### src/rtl/fmc_pkg.sv
// fmc_pkg: shared types and helpers for the frequency-lock controller.
//   fmc_state_e : controller FSM states
//   sat_inc     : increment clamped at a caller-supplied maximum
//   sat_dec     : decrement clamped at zero
//   win_len     : measurement window length in reference cycles (M << sh)
package fmc_pkg;

  typedef enum logic [1:0] {
    IDLE = 2'd0,
    MEAS = 2'd1,
    EVAL = 2'd2
  } fmc_state_e;

  function automatic logic [15:0] sat_inc(input logic [15:0] v, input logic [15:0] max);
    return (v >= max) ? max : v + 16'd1;
  endfunction

  function automatic logic [15:0] sat_dec(input logic [15:0] v);
    return (v == 16'd0) ? 16'd0 : v - 16'd1;
  endfunction

  function automatic logic [31:0] win_len(input logic [15:0] m, input int unsigned sh);
    return 32'(m) << sh;
  endfunction

endpackage

### src/rtl/fmc_lock_ctrl_if.sv
// fmc_lock_ctrl_if: control/status bundle of the frequency-lock controller.
//   en, M, N, fb_div          : run enable, window multiplier, target count,
//                               asynchronous divided feedback (master -> slave)
//   sel, up, dn, lock,
//   meas_cnt, meas_valid      : delay select, step pulses, lock flag,
//                               last window count and its update strobe
interface fmc_lock_ctrl_if #(
  parameter int unsigned MW   = 4,
  parameter int unsigned NW   = 6,
  parameter int unsigned SELW = 3
);
  logic            en;
  logic [MW-1:0]   M;
  logic [NW-1:0]   N;
  logic            fb_div;
  logic [SELW-1:0] sel;
  logic            up;
  logic            dn;
  logic            lock;
  logic [NW:0]     meas_cnt;
  logic            meas_valid;

  modport master (
    output en, M, N, fb_div,
    input  sel, up, dn, lock, meas_cnt, meas_valid
  );

  modport slave (
    input  en, M, N, fb_div,
    output sel, up, dn, lock, meas_cnt, meas_valid
  );
endinterface

### src/rtl/fmc_edge_sync.sv
// fmc_edge_sync: multi-flop synchroniser followed by a rising-edge detector.
//   clk, rst_n : clock, synchronous active-low reset
//   async_in   : asynchronous input
//   rise_pulse : one-cycle pulse in the cycle the synchronised input first reads 1
module fmc_edge_sync #(
  parameter int unsigned STAGES = 2
) (
  input  logic clk,
  input  logic rst_n,
  input  logic async_in,
  output logic rise_pulse
);

  logic [STAGES-1:0] sync_q, sync_d;
  logic              prev_q, prev_d;

  always_comb begin
    // shift in at bit 0; the cast drops the bit shifted out of the top
    sync_d = STAGES'({sync_q, async_in});
    prev_d = sync_q[STAGES-1];
  end

  always_ff @(posedge clk) begin
    if (!rst_n) begin
      sync_q <= '0;
      prev_q <= 1'b0;
    end else begin
      sync_q <= sync_d;
      prev_q <= prev_d;
    end
  end

  assign rise_pulse = sync_q[STAGES-1] & ~prev_q;

endmodule

### src/rtl/fmc_lock_ctrl.sv
// fmc_lock_ctrl: windowed feedback edge counter with saturating delay-select
// stepping and lock detection. Single clock domain (clk_ext).
//   clk_ext : reference clock
//   rst_n   : synchronous active-low reset
//   bus     : slave side of fmc_lock_ctrl_if (en/M/N/fb_div in,
//             sel/up/dn/lock/meas_cnt/meas_valid out)
module fmc_lock_ctrl
  import fmc_pkg::*;
#(
  parameter int unsigned MW       = 4,
  parameter int unsigned NW       = 6,
  parameter int unsigned SELW     = 3,
  parameter int unsigned WIN_SH   = 2,
  parameter int unsigned TOL      = 0,
  parameter int unsigned LOCK_CNT = 3,
  parameter int unsigned SEL_INIT = 4
) (
  input  logic           clk_ext,
  input  logic           rst_n,
  fmc_lock_ctrl_if.slave bus
);

  localparam int unsigned WW  = MW + WIN_SH;
  localparam int unsigned LCW = (LOCK_CNT < 2) ? 1 : $clog2(LOCK_CNT + 1);
  localparam logic [SELW-1:0] SEL_MAX = '1;
  localparam logic [NW:0]     CNT_MAX = '1;

  fmc_state_e      state_q, state_d;
  logic [MW-1:0]   m_q, m_d;
  logic [NW-1:0]   n_q, n_d;
  logic [WW-1:0]   wcnt_q, wcnt_d;
  logic [NW:0]     cnt_q, cnt_d;
  logic [SELW-1:0] sel_q, sel_d;
  logic            up_q, up_d;
  logic            dn_q, dn_d;
  logic            lock_q, lock_d;
  logic [LCW-1:0]  lcnt_q, lcnt_d;
  logic [NW:0]     meas_cnt_q, meas_cnt_d;
  logic            meas_valid_q, meas_valid_d;

  logic            fb_rise;
  logic            go;
  logic            cfg_changed;
  logic [WW-1:0]   wlen;
  logic signed [NW+1:0] cnt_s, hi_s, lo_s;

  fmc_edge_sync #(.STAGES(2)) u_edge_sync (
    .clk        (clk_ext),
    .rst_n      (rst_n),
    .async_in   (bus.fb_div),
    .rise_pulse (fb_rise)
  );

  assign go          = bus.en && (bus.M != '0);
  assign cfg_changed = (bus.M != m_q) || (bus.N != n_q);
  assign wlen        = WW'(win_len(16'(m_q), WIN_SH));

  // one extra bit of headroom so N - TOL cannot wrap below zero
  assign cnt_s = $signed({1'b0, cnt_q});
  assign hi_s  = $signed({2'b00, n_q}) + $signed((NW+2)'(TOL));
  assign lo_s  = $signed({2'b00, n_q}) - $signed((NW+2)'(TOL));

  always_comb begin
    state_d      = state_q;
    m_d          = m_q;
    n_d          = n_q;
    wcnt_d       = wcnt_q;
    cnt_d        = cnt_q;
    sel_d        = sel_q;
    up_d         = 1'b0;
    dn_d         = 1'b0;
    lock_d       = lock_q;
    lcnt_d       = lcnt_q;
    meas_cnt_d   = meas_cnt_q;
    meas_valid_d = 1'b0;

    case (state_q)
      IDLE: begin
        wcnt_d = '0;
        cnt_d  = '0;
        lcnt_d = '0;
        lock_d = 1'b0;
        if (go) begin
          state_d = MEAS;
          m_d     = bus.M;
          n_d     = bus.N;
        end
      end

      MEAS: begin
        if (!go) begin
          state_d = IDLE;
          wcnt_d  = '0;
          cnt_d   = '0;
          lcnt_d  = '0;
          lock_d  = 1'b0;
        end else if (cfg_changed) begin
          // abort outranks the window end: restart with the new settings
          m_d    = bus.M;
          n_d    = bus.N;
          wcnt_d = '0;
          cnt_d  = '0;
          lcnt_d = '0;
          lock_d = 1'b0;
        end else begin
          if (fb_rise) begin
            cnt_d = (NW+1)'(sat_inc(16'(cnt_q), 16'(CNT_MAX)));
          end
          if (wcnt_q == wlen - WW'(1)) begin
            state_d = EVAL;
            wcnt_d  = '0;
          end else begin
            wcnt_d = wcnt_q + WW'(1);
          end
        end
      end

      EVAL: begin
        if (!go) begin
          state_d = IDLE;
          wcnt_d  = '0;
          cnt_d   = '0;
          lcnt_d  = '0;
          lock_d  = 1'b0;
        end else begin
          state_d      = MEAS;
          m_d          = bus.M;
          n_d          = bus.N;
          wcnt_d       = '0;
          cnt_d        = '0;
          meas_cnt_d   = cnt_q;
          meas_valid_d = 1'b1;
          if (cnt_s > hi_s) begin
            if (sel_q != SEL_MAX) begin
              sel_d = SELW'(sat_inc(16'(sel_q), 16'(SEL_MAX)));
              up_d  = 1'b1;
            end
            lcnt_d = '0;
            lock_d = 1'b0;
          end else if (cnt_s < lo_s) begin
            if (sel_q != '0) begin
              sel_d = SELW'(sat_dec(16'(sel_q)));
              dn_d  = 1'b1;
            end
            lcnt_d = '0;
            lock_d = 1'b0;
          end else begin
            lcnt_d = LCW'(sat_inc(16'(lcnt_q), 16'(LOCK_CNT)));
            lock_d = (lcnt_d == LCW'(LOCK_CNT));
          end
        end
      end

      default: begin
        state_d = IDLE;
      end
    endcase
  end

  always_ff @(posedge clk_ext) begin
    if (!rst_n) begin
      state_q      <= IDLE;
      m_q          <= '0;
      n_q          <= '0;
      wcnt_q       <= '0;
      cnt_q        <= '0;
      sel_q        <= SELW'(SEL_INIT);
      up_q         <= 1'b0;
      dn_q         <= 1'b0;
      lock_q       <= 1'b0;
      lcnt_q       <= '0;
      meas_cnt_q   <= '0;
      meas_valid_q <= 1'b0;
    end else begin
      state_q      <= state_d;
      m_q          <= m_d;
      n_q          <= n_d;
      wcnt_q       <= wcnt_d;
      cnt_q        <= cnt_d;
      sel_q        <= sel_d;
      up_q         <= up_d;
      dn_q         <= dn_d;
      lock_q       <= lock_d;
      lcnt_q       <= lcnt_d;
      meas_cnt_q   <= meas_cnt_d;
      meas_valid_q <= meas_valid_d;
    end
  end

  assign bus.sel        = sel_q;
  assign bus.up         = up_q;
  assign bus.dn         = dn_q;
  assign bus.lock       = lock_q;
  assign bus.meas_cnt   = meas_cnt_q;
  assign bus.meas_valid = meas_valid_q;

endmodule
### src/flat_wrapper.sv
// flat-port wrapper written by rule: the top's interface ports become plain ports
module fmc_lock_ctrl_flat import fmc_pkg::*;
#(
  parameter int unsigned MW       = 4,
  parameter int unsigned NW       = 6,
  parameter int unsigned SELW     = 3,
  parameter int unsigned WIN_SH   = 2,
  parameter int unsigned TOL      = 0,
  parameter int unsigned LOCK_CNT = 3,
  parameter int unsigned SEL_INIT = 4
)
  (clk_ext, rst_n, bus_en, bus_M, bus_N, bus_fb_div, bus_sel, bus_up, bus_dn, bus_lock, bus_meas_cnt, bus_meas_valid);
  fmc_lock_ctrl_if #(.MW(MW), .NW(NW), .SELW(SELW)) bus_i ();
  input  logic clk_ext;
  input  logic rst_n;
  input wire logic [$bits(bus_i.en)-1:0] bus_en;
  input wire logic [$bits(bus_i.M)-1:0] bus_M;
  input wire logic [$bits(bus_i.N)-1:0] bus_N;
  input wire logic [$bits(bus_i.fb_div)-1:0] bus_fb_div;
  output wire logic [$bits(bus_i.sel)-1:0] bus_sel;
  output wire logic [$bits(bus_i.up)-1:0] bus_up;
  output wire logic [$bits(bus_i.dn)-1:0] bus_dn;
  output wire logic [$bits(bus_i.lock)-1:0] bus_lock;
  output wire logic [$bits(bus_i.meas_cnt)-1:0] bus_meas_cnt;
  output wire logic [$bits(bus_i.meas_valid)-1:0] bus_meas_valid;
  assign bus_i.en = bus_en;
  assign bus_i.M = bus_M;
  assign bus_i.N = bus_N;
  assign bus_i.fb_div = bus_fb_div;
  assign bus_sel = bus_i.sel;
  assign bus_up = bus_i.up;
  assign bus_dn = bus_i.dn;
  assign bus_lock = bus_i.lock;
  assign bus_meas_cnt = bus_i.meas_cnt;
  assign bus_meas_valid = bus_i.meas_valid;
  fmc_lock_ctrl #(.MW(MW), .NW(NW), .SELW(SELW), .WIN_SH(WIN_SH), .TOL(TOL), .LOCK_CNT(LOCK_CNT), .SEL_INIT(SEL_INIT)) u_core (.clk_ext(clk_ext), .rst_n(rst_n), .bus(bus_i));
endmodule
### config.mk
export PLATFORM = sky130hd
export DESIGN_NAME = fmc_lock_ctrl_flat
export DESIGN_NICKNAME = d
export VERILOG_FILES = /design/src/rtl/fmc_pkg.sv /design/src/rtl/fmc_lock_ctrl_if.sv /design/src/rtl/fmc_edge_sync.sv /design/src/rtl/fmc_lock_ctrl.sv /design/src/flat_wrapper.sv
export SDC_FILE = /design/constraint.sdc
export NUM_CORES = 1
export LEC_CHECK = 0
export CAP_MARGIN = 20
export CORE_MARGIN = 2
export CORE_UTILIZATION = 60
export DETAILED_ROUTE_END_ITERATION = 10
export DONT_BUFFER_PORTS = 1
export GPL_ROUTABILITY_DRIVEN = 0
export PLACE_DENSITY_LB_ADDON = 0.1
export SYNTH_ARGS = -nofsm -noshare
export SYNTH_HDL_FRONTEND = slang
export SYNTH_HIERARCHICAL = 1
export SYNTH_SLANG_ARGS = --single-unit
### constraint.sdc
create_clock -name clk_ext -period 6.6 [get_ports clk_ext]
set_clock_uncertainty 0.2 [all_clocks]
set_input_delay 1.32 -clock clk_ext [delete_from_list [all_inputs] [get_ports clk_ext]]
set_output_delay 1.32 -clock clk_ext [all_outputs]
set_load 0.02 [all_outputs]
======== Word-level counts from Yosys, hierarchy flattened ========
Cells that the tools add are included.
operators by class
  multiply operators ...................... 0
  bitwise logic cells ..................... 6
  add/sub/neg operators ................... 6
  eq/ne operators ......................... 16
  divide/modulo/power cells ............... 0
  $lt $le $gt $ge ......................... 5
  reduce and logical (&&, ||, !) cells .... 20
  shift operators ......................... 0
  mux-type cells .......................... 45
operators with widths
  cell                   number
  $mux W6                6
  $mux W7                4
  $pmux W6 S2            2
  $mux W2                10
  $mux W3                6
  $pmux W7 S2            1
  $mux W4                3
  $ne A3 B3 Y1 const B   4
  $pmux W2 S3            2
  $mux W1                9
  $ne A2 B1 Y1 const B   4
  $pmux W4 S2            1
  $reduce_and A2 Y1      4
  $reduce_and A4 Y1      2
  $add A7 B1 Y7 const B  1
  $ge A7 B7 Y1 const B   1
  $gt A7 B6 Y1           1
  $lt A7 B6 Y1           1
  $add A6 B1 Y6 const B  1
  $eq A6 B6 Y1           1
  $ne A6 B6 Y1           1
  $reduce_bool A2 Y1     3
  $reduce_bool A3 Y1     2
  $sub A6 B1 Y6 const B  1
  22 further kinds       27
storage, ports and cells
  word-level logic and storage cells ...... 112
  register bits ........................... 44
  bits in latches ......................... 0
  output and inout bits ................... 14
  memories kept ........................... 0
  bits of input ports ..................... 14
  RAM bits ................................ 0
  ROM bits ................................ 0

======== Longest topological paths before layout ========
  depth in word-level cells ............... 7
  gate-level depth with buffers ........... 7
  mapped depth without buffers ............ 7

======== Cells and area by module ========
Netlist, hierarchy kept.
by module, submodules not included
  module         area an instance (µm²)  seq. area each (µm²)  cells an instance  times used
  fmc_lock_ctrl  2307.2                  820.8                 266                1
  fmc_edge_sync  92.6                    60.1                  7                  1

======== Least setup slack after synthesis ========
OpenSTA, ideal clock, no wires.
  path type ............................... in2reg
  from .................................... input port bus_N[2]
  to ...................................... register u_core.m_q[1]
  buffers on the path ..................... 1
  slack ................................... 3830 ps
  required time ........................... 6268 ps
  arrival ................................. 2437 ps
  library setup time ...................... 132 ps
  stages .................................. 6
  cell sequence ........................... xnor2_1 > nand4_1 > or3_1 > clkbuf_1 > nand3_1 > a21oi_1
on the way
  cells in the longest elaborated chain, start to end .. 4
ends and longest elaborated chain
  item                         RTL line              RTL
  from (decl)                  flat_wrapper.sv:18    input wire logic [$bits(bus_i.N)-1:0] bus_N;
  $ne A6 B6 Y1                 fmc_lock_ctrl.sv:55   assign cfg_changed = (bus.M != m_q) || (bus.N != n_q);
  $logic_or A1 B1 Y1           fmc_lock_ctrl.sv:55
  $ne A2 B1 Y1 (no line)       -
  $reduce_and A4 Y1 (no line)  -
  to (signal assigned)         fmc_lock_ctrl.sv:176  m_q <= m_d;
  to (decl)                    fmc_lock_ctrl.sv:29   logic [MW-1:0] m_q, m_d;
No other way between the ends.
A chain may end at the register's enable or synchronous reset.

======== Worst setup path after layout ========
  from .................................... input port bus_N[0]
  to ...................................... register u_core.cnt_q[6]
on the way
  cells in the longest elaborated chain, start to end .. 5
  elaborated cells on any way between the ends .. 7
  those cells by class .................... eq/ne: 2; mux: 3; reduce/logical: 2
ends and longest elaborated chain
  item                  RTL line              RTL
  $ne A6 B6 Y1 *        fmc_lock_ctrl.sv:55
  $logic_or A1 B1 Y1 *  fmc_lock_ctrl.sv:55
  $mux W7               fmc_lock_ctrl.sv:97   end else if (cfg_changed) begin
  $mux W7               fmc_lock_ctrl.sv:91   if (!go) begin
  $pmux W7 S2           fmc_lock_ctrl.sv:77   case (state_q)
  to (signal assigned)  fmc_lock_ctrl.sv:179  cnt_q <= cnt_d;
  to (decl)             fmc_lock_ctrl.sv:32   logic [NW:0] cnt_q, cnt_d;
Mark *: on every way between the ends. The rest lies on a longest branch, timed or not.

==> flow_summary_export.csv <==
group,metric,value,unit
placed_design,place_area,2420,sq um
power_and_ir_drop,power_frac_seq,0.559,
global_routing,grt_pass1_wl,8120,microns
critical_path,worstPathRequired,6.64,ns
power_and_ir_drop,p_total,0.493,mW
outcome,status,"finished clean",
critical_path,path_cells,"xnor2_1 -> nand4_1 -> nor4_2 -> o21ai_0 -> o21ba_2",
cts,clk_pin_slew,0.08,ns
layout,fin_area,2520,sq um
floorplanning,die_area,4520,sq um
synthesis,syn_avg_cell_area,8.79,sq um
timing,fin_crit,3.33,ns
timing,min_period_over_period,0.504,
detailed_routing,route.detailed.wl_per_inst,15.2,microns
detailed_routing,drt_drc_violations_left,0,
placed_design,dp.cells,313,
timing,maxSlewViolCount,0,
global_routing,antenna_found_initial,0,
detailed_routing,dr.pass1.iters,4,
detailed_routing,vias,1976,
power_and_ir_drop,p_sw_frac,0.239,
timing,setup_viol,0,
floorplanning,die_w,67.2,microns
critical_path,worstSetupPathType,"in2reg",
critical_path,crit_slowest_cell,"nor4_2",
cts,cts_hold_buf,0,
timing,fin_setup_tns,0,ns
power_and_ir_drop,power_switching,0.118,mW
power_and_ir_drop,p_leak,0.934,nW
synthesis,synth_ff_type,"dfxtp_1",
layout,final_layout_size_suffix_gt1_frac,0.0696,
critical_path,cp-start-kind,"primary input",
synthesis,ys_ff_latch,44,
placed_design,dp_hpwl,3510,microns
layout,nets,300,
floorplanning,core,3740,sq um
timing,fmax,0.301,GHz
cts,cts.path.max_buffers,2,
critical_path,critPathMaxFanout,12,
timing,relSlewSlack,0.328,
power_and_ir_drop,p_per_area,196,nW/um^2
placed_design,dp_slack,3.00,ns
cts,h-tree-depth,2,
timing,rsz0062_at_grt,"false",
power_and_ir_drop,combPwrFrac,0.091,
synthesis,synth_seq_area_share,0.367,
global_routing,grt-ovfl-total,0,
cts,cts_sinks,44,
floorplanning,fp.dieH,67.2,microns
synthesis,synthCells,273,
cts,cts_tree,"built",
detailed_routing,vias_per_cell,6.16,
floorplanning,io_pins,28,
global_routing,grt_pass1_vias,1765,
placed_design,io_buffers,0,
layout,final_cell_mix,"dfxtp_1 (44), o21ai_0 (24), nand3_1 (23)",
critical_path,slowest_delay,0.89,ns
cts,cts_made_buffers,5,
cts,cts.repair.resized,0,
worst_hold_path,hp-class,"reg2reg",
power_and_ir_drop,cell_internal_pwr,0.375,mW
timing,worst-slew-pin-transition,1.00,ns
critical_path,setup.worst_path.end_class,"register",
floorplanning,rows,22,
synthesis,postSynth.asyncResetShare,0,
synthesis,synth_edf_count,0,
power_and_ir_drop,ir_drop,0.141,mV
critical_path,cp_data_arrival_time,3.37,ns
global_routing,grt_max_degree,26,
layout,diodes,0,
detailed_routing,ant_nets,0,
synthesis,synth.net_count,301,
cts,cts_setup_buffers,0,
floorplanning,start_util,0.641,
global_routing,grt_use_total,0.238,
run,maxCapViolations,0,
synthesis,synth.distinct_cells,53,
power_and_ir_drop,clkPwrFrac,0.350,
timing,setup_ws,3.27,ns
layout,instances_no_fill,321,
synthesis,synth_area,2400,sq um
cts,cts_root_buf,"clkbuf_8",
cts,insertion_delay,0.29,ns
layout,final_common_cell,"dfxtp_1",
synthesis,yosys_warnings,6,
detailed_routing,wirelength,4880,microns
layout,syn2layout_area_growth,4.90,%
detailed_routing,drtIter0Drc,100,
timing,hold_viol,0,
-- power groups by stage --
| stage | Clock (mW) | Sequential [mW] | Combinational, mW |
|---|---|---|---|
| 6_report | 0.173 | 0.275 | 0.0448 |
| 4_1_cts | 0.180 | 0.275 | 0.0446 |
| 3_3_place_gp | 0 | 0.282 | 0.0436 |
| 5_1_grt | 0.189 | 0.276 | 0.0500 |
| 3_5_place_dp | 0 | 0.282 | 0.0442 |
| 2_1_floorplan | 0 | 0.280 | 0.0382 |
-- cell usage after synthesis (2+ instances only) --
cell type | n | area, sq um
a211oi_1 | 2 | 15.0
mux2i_1 | 9 | 90.1
a21oi_1 | 22 | 110
o2111ai_1 | 2 | 17.5
nand2b_1 | 2 | 12.5
and3_1 | 2 | 12.5
a311oi_1 | 2 | 17.5
nor3_1 | 3 | 15.0
ha_1 | 14 | 175
nand3b_1 | 2 | 15.0
o31ai_1 | 2 | 15.0
xnor2_1 | 14 | 123
a21o_1 | 2 | 15.0
and2_1 | 7 | 43.8
xor2_1 | 3 | 26.3
nand2_1 | 14 | 52.6
nand4_1 | 3 | 18.8
nor2_1 | 15 | 56.3
a2111o_1 | 2 | 22.5
nand4b_1 | 3 | 26.3
clkbuf_1 | 6 | 22.5
a211o_1 | 3 | 26.3
o21ai_0 | 24 | 120
a31oi_1 | 3 | 18.8
nor4_2 | 2 | 25.0
nor3b_1 | 2 | 15.0
dfxtp_1 | 44 | 881
a31o_2 | 2 | 17.5
nand3_1 | 23 | 115
inv_1 | 16 | 60.1
-- critical path: cells and delay by family --
kind	cells	cell delay (ns)
compound gates	2	0.75
simple gates	2	1.18
xor+xnor	1	0.12
-- kinds of logic (layout without fill, tap and decap cells) --
family | after synthesis | count (layout) | share of synthesized area
simple gates | 85 | 85 | 0.196
mux | 10 | 10 | 0.0422
buf+inv | 25 | 25 | 0.0438
xor+xnor | 17 | 17 | 0.0620
fa+ha+maj | 14 | 14 | 0.0730
compound gates | 78 | 78 | 0.216
flops | 44 | 44 | 0.367
-- cell type report --
| type | count | area [sq um] |
|---|---|---|
| Inverter | 17 | 63.8 |
| Clock inverter | 1 | 7.51 |
| Fill cell | 320 | 1230 |
| Sequential cell | 44 | 881 |
| Tap cell | 48 | 60.1 |
| Clock buffer | 7 | 86.3 |
| Multi-Input combinational cell | 204 | 1420 |
-- state kept, by name (all words and copies together), names as in the netlist --
register and cells:
u_core/bus.dn 1, u_core/bus.lock 1, u_core/bus.meas_cnt 7, u_core/bus.meas_valid 1
u_core/bus.sel 3, u_core/bus.up 1, u_core/cnt_q 7, u_core/lcnt_q 2
u_core/m_q 4, u_core/n_q 6, u_core/state_q 2, u_core/u_edge_sync/prev_q 1
u_core/u_edge_sync/sync_q 2, u_core/wcnt_q 6
-- metrics by stage --
step                 util  hold WS [ns]
finish              0.672         0.238
global route        0.672         0.267
CTS                 0.672         0.239
detailed placement  0.647         0.213
global placement    0.647         0.221
floorplan               -         0.206
-- final timing paths --
check / startpoint / end / slack [ns] / cells past startpoint
setup / recovery: bus_N[0] / u_core/cnt_q[6] / 3.27 / 5
hold / removal: u_core/u_edge_sync/sync_q[0] / u_core/u_edge_sync/sync_q[1] / 0.24 / 1
setup reg to reg: u_core/n_q[3] / u_core/cnt_q[6] / 3.90 / 5
hold reg to reg: u_core/u_edge_sync/sync_q[0] / u_core/u_edge_sync/sync_q[1] / 0.24 / 1
-- routing by layer --
| metal | share of wire | vias up | GRT usage |
|---|---|---|---|
| met1 | 0.46 | 918 | 0.307 |
| li1 | - | 997 | - |
| met2 | 0.47 | 59 | 0.391 |
| met4 | 0.0051 | 0 | 0.0689 |
| met5 | 0 | - | 0 |
| met3 | 0.064 | 2 | 0.0633 |
(Power assumes the default switching activity.)
